### config.mk
export PLATFORM = sky130hd
export DESIGN_NAME = alu16_seq_ctrl
export DESIGN_NICKNAME = d
export VERILOG_FILES = /design/src/rtl/alu16_pkg.sv /design/src/rtl/alu16_seq_ctrl_alu4_slice.sv /design/src/rtl/alu16_seq_ctrl.sv
export SDC_FILE = /design/constraint.sdc
export NUM_CORES = 1
export LEC_CHECK = 0
export CORE_UTILIZATION = 58
export DETAILED_ROUTE_END_ITERATION = 16
export PLACE_DENSITY = 0.85
export SLEW_MARGIN = 0
export SYNTH_ARGS = -nofsm -noshare
export SYNTH_HDL_FRONTEND = slang
export SYNTH_SLANG_ARGS = --single-unit
export TNS_END_PERCENT = 1
### constraint.sdc
create_clock -name clk -period 4.2 [get_ports clk]
set_input_delay 1.26 -clock clk [delete_from_list [all_inputs] [get_ports clk]]
set_output_delay 1.26 -clock clk [all_outputs]
set_load 0.005 [all_outputs]
### src/rtl/alu16_pkg.sv
// Shared types and step counts for the nibble/bit-serial 16-bit ALU sequencer.
package alu16_pkg;

  typedef enum logic [3:0] {
    OP_ADD  = 4'd0,
    OP_SUB  = 4'd1,
    OP_AND  = 4'd2,
    OP_OR   = 4'd3,
    OP_XOR  = 4'd4,
    OP_NOTA = 4'd5,
    OP_MUL  = 4'd6,
    OP_DIV  = 4'd7
  } alu_op_e;

  typedef enum logic [2:0] {
    IDLE = 3'd0,
    NIB  = 3'd1,
    MUL  = 3'd2,
    DIV  = 3'd3,
    DONE = 3'd4
  } state_e;

  localparam int          NIB_STEPS   = 4;
  localparam int          MD_STEPS    = 16;
  localparam logic [31:0] DIV0_RESULT = 32'h0000_FFFF;

endpackage

### src/rtl/alu16_seq_ctrl_alu4_slice.sv
// Combinational 4-bit ALU slice: add/sub with carry chain plus bitwise ops.
module alu4_slice
  import alu16_pkg::*;
#(
  parameter int SLICE_W = 4
) (
  input  logic [SLICE_W-1:0] a,
  input  logic [SLICE_W-1:0] b,
  input  logic               cin,
  input  logic [3:0]         op,
  output logic [SLICE_W-1:0] y,
  output logic               cout
);

  always_comb begin
    y    = '0;
    cout = 1'b0;
    case (op)
      OP_ADD:  {cout, y} = {1'b0, a} + {1'b0, b} + {{SLICE_W{1'b0}}, cin};
      // Subtract as A + ~B + cin; the controller seeds cin=1 on nibble 0.
      OP_SUB:  {cout, y} = {1'b0, a} + {1'b0, ~b} + {{SLICE_W{1'b0}}, cin};
      OP_AND:  y = a & b;
      OP_OR:   y = a | b;
      OP_XOR:  y = a ^ b;
      OP_NOTA: y = ~a;
      default: y = '0;
    endcase
  end

endmodule

### src/rtl/alu16_seq_ctrl.sv
// Multi-cycle 16-bit ALU sequencer around a single 4-bit slice.
// Optional ALU16_SEQ_ABORT_EN adds an abort input for in-flight operations.
module alu16_seq_ctrl
  import alu16_pkg::*;
#(
  parameter int DATA_W  = 16,
  parameter int SLICE_W = 4
) (
  input  logic              clk,
  input  logic              rst_n,
  input  logic              req_valid,
  output logic              req_ready,
  input  logic [DATA_W-1:0] req_a,
  input  logic [DATA_W-1:0] req_b,
  input  logic [3:0]        req_op,
`ifdef ALU16_SEQ_ABORT_EN
  input  logic              abort,
`endif
  output logic              rsp_valid,
  input  logic              rsp_ready,
  output logic [31:0]       rsp_result,
  output logic              rsp_carry,
  output logic [15:0]       rsp_remainder,
  output logic              rsp_err
);

  if ((DATA_W % SLICE_W) != 0 || DATA_W != 16) begin : g_bad_width
    $error("alu16_seq_ctrl: DATA_W must be 16 and a multiple of SLICE_W");
  end

  state_e      state_reg, state_next;
  logic        ready_en_reg;
  logic [3:0]  op_reg, op_next;
  logic [15:0] a_reg, a_next;
  logic [15:0] b_reg, b_next;
  logic [31:0] acc_reg, acc_next;
  logic [4:0]  cnt_reg, cnt_next;
  logic        carry_reg, carry_next;
  logic        illegal_reg, illegal_next;
  logic        div0_reg, div0_next;
  logic        rsp_valid_reg, rsp_valid_next;
  logic [31:0] rsp_result_reg, rsp_result_next;
  logic        rsp_carry_reg, rsp_carry_next;
  logic [15:0] rsp_rem_reg, rsp_rem_next;
  logic        rsp_err_reg, rsp_err_next;

  logic [SLICE_W-1:0] slice_y;
  logic               slice_cout;
  logic [16:0]        mul_sum;
  logic [16:0]        div_rem_sh;
  logic [16:0]        div_diff;
  logic               abort_hit;

`ifdef ALU16_SEQ_ABORT_EN
  assign abort_hit = abort;
`else
  assign abort_hit = 1'b0;
`endif

  alu4_slice #(.SLICE_W(SLICE_W)) u_slice (
    .a    (a_reg[SLICE_W-1:0]),
    .b    (b_reg[SLICE_W-1:0]),
    .cin  (carry_reg),
    .op   (op_reg),
    .y    (slice_y),
    .cout (slice_cout)
  );

  // Multiply: product high half accumulates A, low half holds the shifting multiplier.
  assign mul_sum    = {1'b0, acc_reg[31:16]} + (acc_reg[0] ? {1'b0, a_reg} : 17'd0);
  // Divide: acc = {partial remainder, dividend/quotient bits}.
  assign div_rem_sh = acc_reg[31:15];
  assign div_diff   = div_rem_sh - {1'b0, b_reg};

  assign req_ready     = ready_en_reg && (state_reg == IDLE);
  assign rsp_valid     = rsp_valid_reg;
  assign rsp_result    = rsp_result_reg;
  assign rsp_carry     = rsp_carry_reg;
  assign rsp_remainder = rsp_rem_reg;
  assign rsp_err       = rsp_err_reg;

  always_comb begin
    state_next      = state_reg;
    op_next         = op_reg;
    a_next          = a_reg;
    b_next          = b_reg;
    acc_next        = acc_reg;
    cnt_next        = cnt_reg;
    carry_next      = carry_reg;
    illegal_next    = illegal_reg;
    div0_next       = div0_reg;
    rsp_valid_next  = rsp_valid_reg;
    rsp_result_next = rsp_result_reg;
    rsp_carry_next  = rsp_carry_reg;
    rsp_rem_next    = rsp_rem_reg;
    rsp_err_next    = rsp_err_reg;

    case (state_reg)
      IDLE: begin
        if (req_valid && req_ready) begin
          op_next      = req_op;
          a_next       = req_a;
          b_next       = req_b;
          cnt_next     = '0;
          carry_next   = (req_op == OP_SUB);
          illegal_next = req_op[3];
          div0_next    = (req_op == OP_DIV) && (req_b == 16'd0);
          acc_next     = '0;
          if (req_op[3] || ((req_op == OP_DIV) && (req_b == 16'd0))) begin
            state_next = DONE;
          end else if (req_op == OP_MUL) begin
            acc_next   = {16'd0, req_b};
            state_next = MUL;
          end else if (req_op == OP_DIV) begin
            acc_next   = {16'd0, req_a};
            state_next = DIV;
          end else begin
            state_next = NIB;
          end
        end
      end
      NIB: begin
        acc_next   = {16'd0, slice_y, acc_reg[15:SLICE_W]};
        a_next     = a_reg >> SLICE_W;
        b_next     = b_reg >> SLICE_W;
        carry_next = slice_cout;
        cnt_next   = cnt_reg + 5'd1;
        if (cnt_reg == 5'(NIB_STEPS - 1)) state_next = DONE;
        if (abort_hit) state_next = IDLE;
      end
      MUL: begin
        acc_next = {mul_sum, acc_reg[15:1]};
        cnt_next = cnt_reg + 5'd1;
        if (cnt_reg == 5'(MD_STEPS - 1)) state_next = DONE;
        if (abort_hit) state_next = IDLE;
      end
      DIV: begin
        if (!div_diff[16]) acc_next = {div_diff[15:0], acc_reg[14:0], 1'b1};
        else               acc_next = {div_rem_sh[15:0], acc_reg[14:0], 1'b0};
        cnt_next = cnt_reg + 5'd1;
        if (cnt_reg == 5'(MD_STEPS - 1)) state_next = DONE;
        if (abort_hit) state_next = IDLE;
      end
      DONE: begin
        // First DONE cycle formats the response; later cycles wait for the consumer.
        if (!rsp_valid_reg) begin
          rsp_valid_next  = 1'b1;
          rsp_result_next = '0;
          rsp_carry_next  = 1'b0;
          rsp_rem_next    = '0;
          rsp_err_next    = 1'b0;
          if (illegal_reg) begin
            rsp_err_next = 1'b1;
          end else if (div0_reg) begin
            rsp_result_next = DIV0_RESULT;
            rsp_rem_next    = a_reg;
            rsp_err_next    = 1'b1;
          end else if (op_reg == OP_MUL) begin
            rsp_result_next = acc_reg;
            rsp_carry_next  = |acc_reg[31:16];
          end else if (op_reg == OP_DIV) begin
            rsp_result_next = {16'd0, acc_reg[15:0]};
            rsp_rem_next    = acc_reg[31:16];
          end else begin
            rsp_result_next = {16'd0, acc_reg[15:0]};
            rsp_carry_next  = ((op_reg == OP_ADD) || (op_reg == OP_SUB)) ? carry_reg : 1'b0;
          end
        end else if (rsp_ready) begin
          rsp_valid_next  = 1'b0;
          rsp_result_next = '0;
          rsp_carry_next  = 1'b0;
          rsp_rem_next    = '0;
          rsp_err_next    = 1'b0;
          state_next      = IDLE;
        end
      end
      default: state_next = IDLE;
    endcase
  end

  always_ff @(posedge clk or negedge rst_n) begin
    if (!rst_n) begin
      state_reg      <= IDLE;
      ready_en_reg   <= 1'b0;
      op_reg         <= '0;
      a_reg          <= '0;
      b_reg          <= '0;
      acc_reg        <= '0;
      cnt_reg        <= '0;
      carry_reg      <= 1'b0;
      illegal_reg    <= 1'b0;
      div0_reg       <= 1'b0;
      rsp_valid_reg  <= 1'b0;
      rsp_result_reg <= '0;
      rsp_carry_reg  <= 1'b0;
      rsp_rem_reg    <= '0;
      rsp_err_reg    <= 1'b0;
    end else begin
      state_reg      <= state_next;
      ready_en_reg   <= 1'b1;
      op_reg         <= op_next;
      a_reg          <= a_next;
      b_reg          <= b_next;
      acc_reg        <= acc_next;
      cnt_reg        <= cnt_next;
      carry_reg      <= carry_next;
      illegal_reg    <= illegal_next;
      div0_reg       <= div0_next;
      rsp_valid_reg  <= rsp_valid_next;
      rsp_result_reg <= rsp_result_next;
      rsp_carry_reg  <= rsp_carry_next;
      rsp_rem_reg    <= rsp_rem_next;
      rsp_err_reg    <= rsp_err_next;
    end
  end

endmodule

-- After elaboration in Yosys (flattened, before gate mapping)
Cells that the tools add are included.
- register bits: 131
- output and inout bits: 52
- logic and storage cells: 118
- add/sub/neg operators: 7
- equality and inequality tests: 22
- multiplexer cells: 49
- bitwise logic cells: 5
- reduce and logical (&&, ||, !) cells: 20
- operators with widths (operator ; number):
    $mux 32 ; 7
    $mux 16 ; 12
    $pmux 32 s4 ; 1
    $pmux 16 s2 ; 2
    $eq 4x3->1 const B ; 6
    $pmux 4 s6 ; 1
    $mux 3 ; 6
    $add 16x16->17 ; 1
    $sub 17x16->17 ; 1
    $logic_not 16->1 ; 1
    $reduce_or 16->1 ; 1
    $mux 1 ; 13
    $pmux 3 s4 ; 1
    $add 4x4->5 ; 2
    $add 5x1->5 ; 2
    $pmux 5 s2 ; 1
    $reduce_and 2->1 ; 5
    $eq 4x1->1 const B ; 2
    $eq 4x2->1 const B ; 2
    $ne 2x2->1 const B ; 4
    $not 4->4 ; 2
    $eq 3x2->1 const B ; 2
    $add 5x1->5 const B ; 1
    $eq 5x2->1 const B ; 1
    19 further kinds ; 26

-- Depth between registers and ports, before layout
- word-level depth: 8
- gate-level depth with buffers: 13
- mapped depth without buffers: 13

-- Modules after synthesis
Synthesis repeated with hierarchy kept, for this count alone.
- cells, all modules: 970
- area, all modules: 8461.9 sq um
- modules (own cells, without submodules) (module ; instances ; cells each ; area each (sq um) ; sequential area each (sq um)):
    alu16_seq_ctrl ; 1 ; 893 ; 7880.1 ; 3253.1
    alu4_slice ; 1 ; 77 ; 581.8 ; 0.0

-- Worst setup path before layout
No wires, ideal clock.
- kind: flip-flop to flip-flop
- from: register b_reg[0]
- to: register acc_reg[22]
- setup time: 0.132 ns
- arrival time: 2.791 ns
- data required time: 4.068 ns
- slack: 1.277 ns
- stages on the path, launching flop included: 13
- clock period less this slack: 2.923 ns
- cells stage by stage: dfrtp_1 ha_1 fa_1 nor2b_4 o31ai_2 a2111oi_4 a21oi_2 o21ai_2 o31ai_4 xnor2_4 buf_6 mux2i_1 o21ai_1
- longest elaborated chain between the ends: 3
- ends and longest elaborated chain (item ; RTL line ; source):
    from (decl) ; alu16_seq_ctrl.sv:35 ; logic [15:0] b_reg, b_next;
    from (signal assigned) ; alu16_seq_ctrl.sv:203 ; b_reg <= b_next;
    $sub 17x16->17 ; alu16_seq_ctrl.sv:73 ; assign div_diff = div_rem_sh - {1'b0, b_reg};
    $mux 32 ; alu16_seq_ctrl.sv:138 ; if (!div_diff[16]) acc_next = {div_diff[15:0], acc_reg[14:0], 1'b1};
    $pmux 32 s4 ; alu16_seq_ctrl.sv:98 ; case (state_reg)
    to (signal assigned) ; alu16_seq_ctrl.sv:204 ; acc_reg <= acc_next;
    to (decl) ; alu16_seq_ctrl.sv:36 ; logic [31:0] acc_reg, acc_next;
Every way passes these cells.
A chain may end at the register's enable or synchronous reset.

-- Worst setup path in the final report
- from: register acc_reg[15]
- to: register acc_reg[30]
- longest elaborated chain between the ends: 3
- ends and longest elaborated chain (item ; RTL line):
    $sub 17x16->17 ; alu16_seq_ctrl.sv:73
    $mux 32 ; alu16_seq_ctrl.sv:138
    $pmux 32 s4 ; alu16_seq_ctrl.sv:98
Every way passes these cells.

==> reports/results.txt <==
Status: completed
Int Power: 3.86 mW
Bufs on Longest Clock Path: 2
Max-slew headroom: 0.433
Synth top area share: 0.389
Register area share after synthesis: 0.389
Main synth FF type: dfrtp_1
Tightest Pin Transition: 0.847 ns
Crit path max fanout: 17
Peak supply drop: 395 uV
Part of the power in the clock network: 0.237
Core Rows: 43
Hold Crit Depth: 2
Initial DRT Pass Iterations: 6
Final net count: 1085
Combinational power share: 0.436
Post-cts sizing count: 0
Crit start category: flip-flop
Arr. time, crit path: 3.92 ns
Cts bufs inserted: 17
Part of the power in registers: 0.326
Largest cells by area after synthesis: dfrtp_1 39%, mux2i_1 7.7%, ha_1 6.7%, nand2_1 5.6%, o21ai_0 5.0%
WHS Endpoint: rsp_result[31]$_DFFE_PN0P_
Data required time at the worst endpoint: 4.52 ns
Layout cells sized above 1: 0.0695
Yosys top cell by area: dfrtp_1
DP HPWL: 17000 um
Fin crit share: 0.857
Initial antenna violation count: 0
Final Total Pwr: 6.58 mW
Reg-to-reg critical path endpoint: acc_reg[30]$_DFFE_PN0P_
Horiz. Die Dim: 122 um
Die height: 122 um
IO Port Bufs: 91
Clk root buf: clkbuf_16
Clk_lat worst skew: 0.43 ns
Max Cap Viol: 0
PD cells: 654 nW/um2
Leak: 4.58 nW
Critical path class: flip-flop to flip-flop
Mapped Area: 8360 um2
Routability cong.: 0.939
Sw Share: 0.413
Vias per cell: 6.41
Cell variety after synth: 74
Reg2reg path depth: 12
Net count after synthesis: 1012
Tot GR Track Use: 0.342
Antenna viol nets, final: 0
Crit path cell chain: inv_1 > ha_1 > fa_1 > nor2b_4 > o31ai_2 > a2111oi_4 > a21oi_2 > o21ai_2 > o31ai_4 > xnor2_4 > o221ai_1 > a32o_1
Reg2reg setup slack: 0.60 ns
Setup violators final: 0
# hold bufs at CTS: 0
Worst-path clk slew: 0.06 ns
HP Start: rsp_result[31]$_DFFE_PN0P_
YS warnings: 0
Fin. Hold Viols: 0
Sw Pwr: 2.72 mW
# IOs: 92
DR DRC count: 0
Slowest stage delay, CP: 0.64 ns
Count of final max-slew check failures: 0
Number of synthesized flops with an enable pin: 0
N_diodes: 0
Initial Utilization: 0.597
DR WL/cell: 20.4 um
Die area: 14900 um2
H-tree level count: 4
Post-synthesis register bit count: 130
CTS Sinks: 130
Setup_tns: 0 ns
Crit. End Element: flip-flop
Asr flop ratio synth: 1.00
RSZ-0062 raised after global routing: false
Min Clock Period, post-route: 3.60 ns
Critical Path Slowest Stage Cell: xnor2_4
Core area: 14000 um2
Largest net degree at the start of global routing: 97
Via count: 7613
Final WL: 24200 um
Fill count: 1044
Postcts setup bufs: 0
Reg2reg start: acc_reg[15]$_DFFE_PN0P_
Hold WC Path Type: flip-flop to flip-flop
Synth-to-Final Area Change: 20.3%
Number of global-route vias before repair: 7141
Max Clock Freq: 278 MHz
Initial DRC Count: 837
Syn avg cell area: 9.07 um2
First-pass GRT wire length: 38200 um
Total gr overflow: 0
Layout Skew: 0.00534 ns
TritonCTS clock tree: done
Cells after Synth: 921
## cells in the final DEF, fill, tap and decap left out, types with 4 or more instances in the layout
master           count
a211oi_1            15
a21o_1              11
a21oi_1             69
a222oi_1            16
a22o_1              16
a22oi_1             11
and2_1              16
buf_4               17
clkbuf_16           17
clkbuf_8             5
clkdlybuf4s50_1     90
clkinv_2             4
dfrtp_1            130
fa_1                 6
ha_1                45
inv_1               53
mux2_2               6
mux2i_1             64
nand2_1            124
nand2b_1             9
nand3_1              8
nand4_1              4
nor2_1              41
nor2b_1              6
nor3_1              13
nor3b_1              4
nor4_1               8
o21a_1               4
o21ai_0             84
o21ai_1             10
o31ai_1              5
xnor2_1             24
xor2_1               5
## layout make-up
class | count | area, um2 | share of cell area
Clock buffer | 23 | 498 | 0.0496
Clock inverter | 9 | 126 | 0.0126
Inverter | 53 | 199 | 0.0198
Multi-Input combinational cell | 684 | 4700 | 0.468
Sequential cell | 130 | 3250 | 0.324
Tap cell | 180 | 225 | 0.0224
Timing Repair Buffer | 108 | 1050 | 0.104
## routing by layer
| layer | global-route usage | vias up | part of all wire |
|---|---|---|---|
| li1 | - | 3460 | - |
| met1 | 0.468 | 3632 | 0.41 |
| met2 | 0.520 | 448 | 0.46 |
| met3 | 0.0679 | 73 | 0.095 |
| met4 | 0.162 | 0 | 0.034 |
| met5 | 0 | - | 0 |
## power by group through the flow
stage                     Clock, mW  Sequential (mW)  Combinational, mW
after floorplan                   0             1.90               2.12
after global placement            0             2.13               2.71
after detailed placement          0             2.14               2.79
after CTS                      1.56             2.12               2.83
after global routing           1.62             2.19               3.16
final                          1.56             2.15               2.87
## worst max-delay path by stage
stage          cells past startpoint  slack (ns)                       end               startpoint
2_1_floorplan                     12        1.28   acc_reg[22]$_DFFE_PN0P_     b_reg[0]$_DFFE_PN0P_
3_3_place_gp                       7        0.70  state_reg[1]$_DFFE_PN0P_                req_op[3]
3_5_place_dp                       7        0.54  state_reg[1]$_DFFE_PN0P_                 req_b[2]
4_1_cts                           12        0.64   acc_reg[30]$_DFFE_PN0P_  acc_reg[15]$_DFFE_PN0P_
5_1_grt                           12        0.42   acc_reg[30]$_DFFE_PN0P_  acc_reg[15]$_DFFE_PN0P_
6_report                          12        0.60   acc_reg[30]$_DFFE_PN0P_  acc_reg[15]$_DFFE_PN0P_
## cell usage after synthesis (15+ instances only)
library cell / number
mux2i_1: 64
a21oi_1: 69
inv_1: 53
clkbuf_1: 46
ha_1: 45
nand2_1: 124
a22o_1: 16
nor2_1: 41
a211oi_1: 15
dfrtp_1: 130
o21ai_0: 84
and2_1: 16
a222oi_1: 16
xnor2_1: 24
## cell families after synthesis
kind of cell,after synthesis,share of synthesized area
xor gates and xnor gates,30,0.0337
and+or+nand+nor,249,0.137
buffers and inverters,107,0.0494
adders and majority gates,51,0.0818
AOI/OAI and AO/OA,281,0.221
muxes,72,0.0879
other,1,0.000449
DFF,130,0.389
## worst max-delay path: cells and delay by family, from the launching register on
kind            cells  cell delay, ns
xor+xnor            1            0.64
fa+ha+maj           2            0.66
simple gates        1            0.14
flops               1            0.43
compound gates      7            1.51
buf+inv             1            0.09
## metrics by stage
step | area, um2 | hold WS [ns] | cells | setup WS, ns | util
floorplan | 8360 | 0.463 | 921 | 1.28 | -
detailed placement | 9430 | 0.458 | 1155 | 0.539 | 0.674
global placement | 9430 | 0.449 | 1155 | 0.702 | 0.674
global route | 10000 | 0.501 | 1187 | 0.423 | 0.718
CTS | 10000 | 0.470 | 1187 | 0.640 | 0.718
finish | 10000 | 0.463 | 1187 | 0.601 | 0.718
Power figures use the tool's default switching activity.
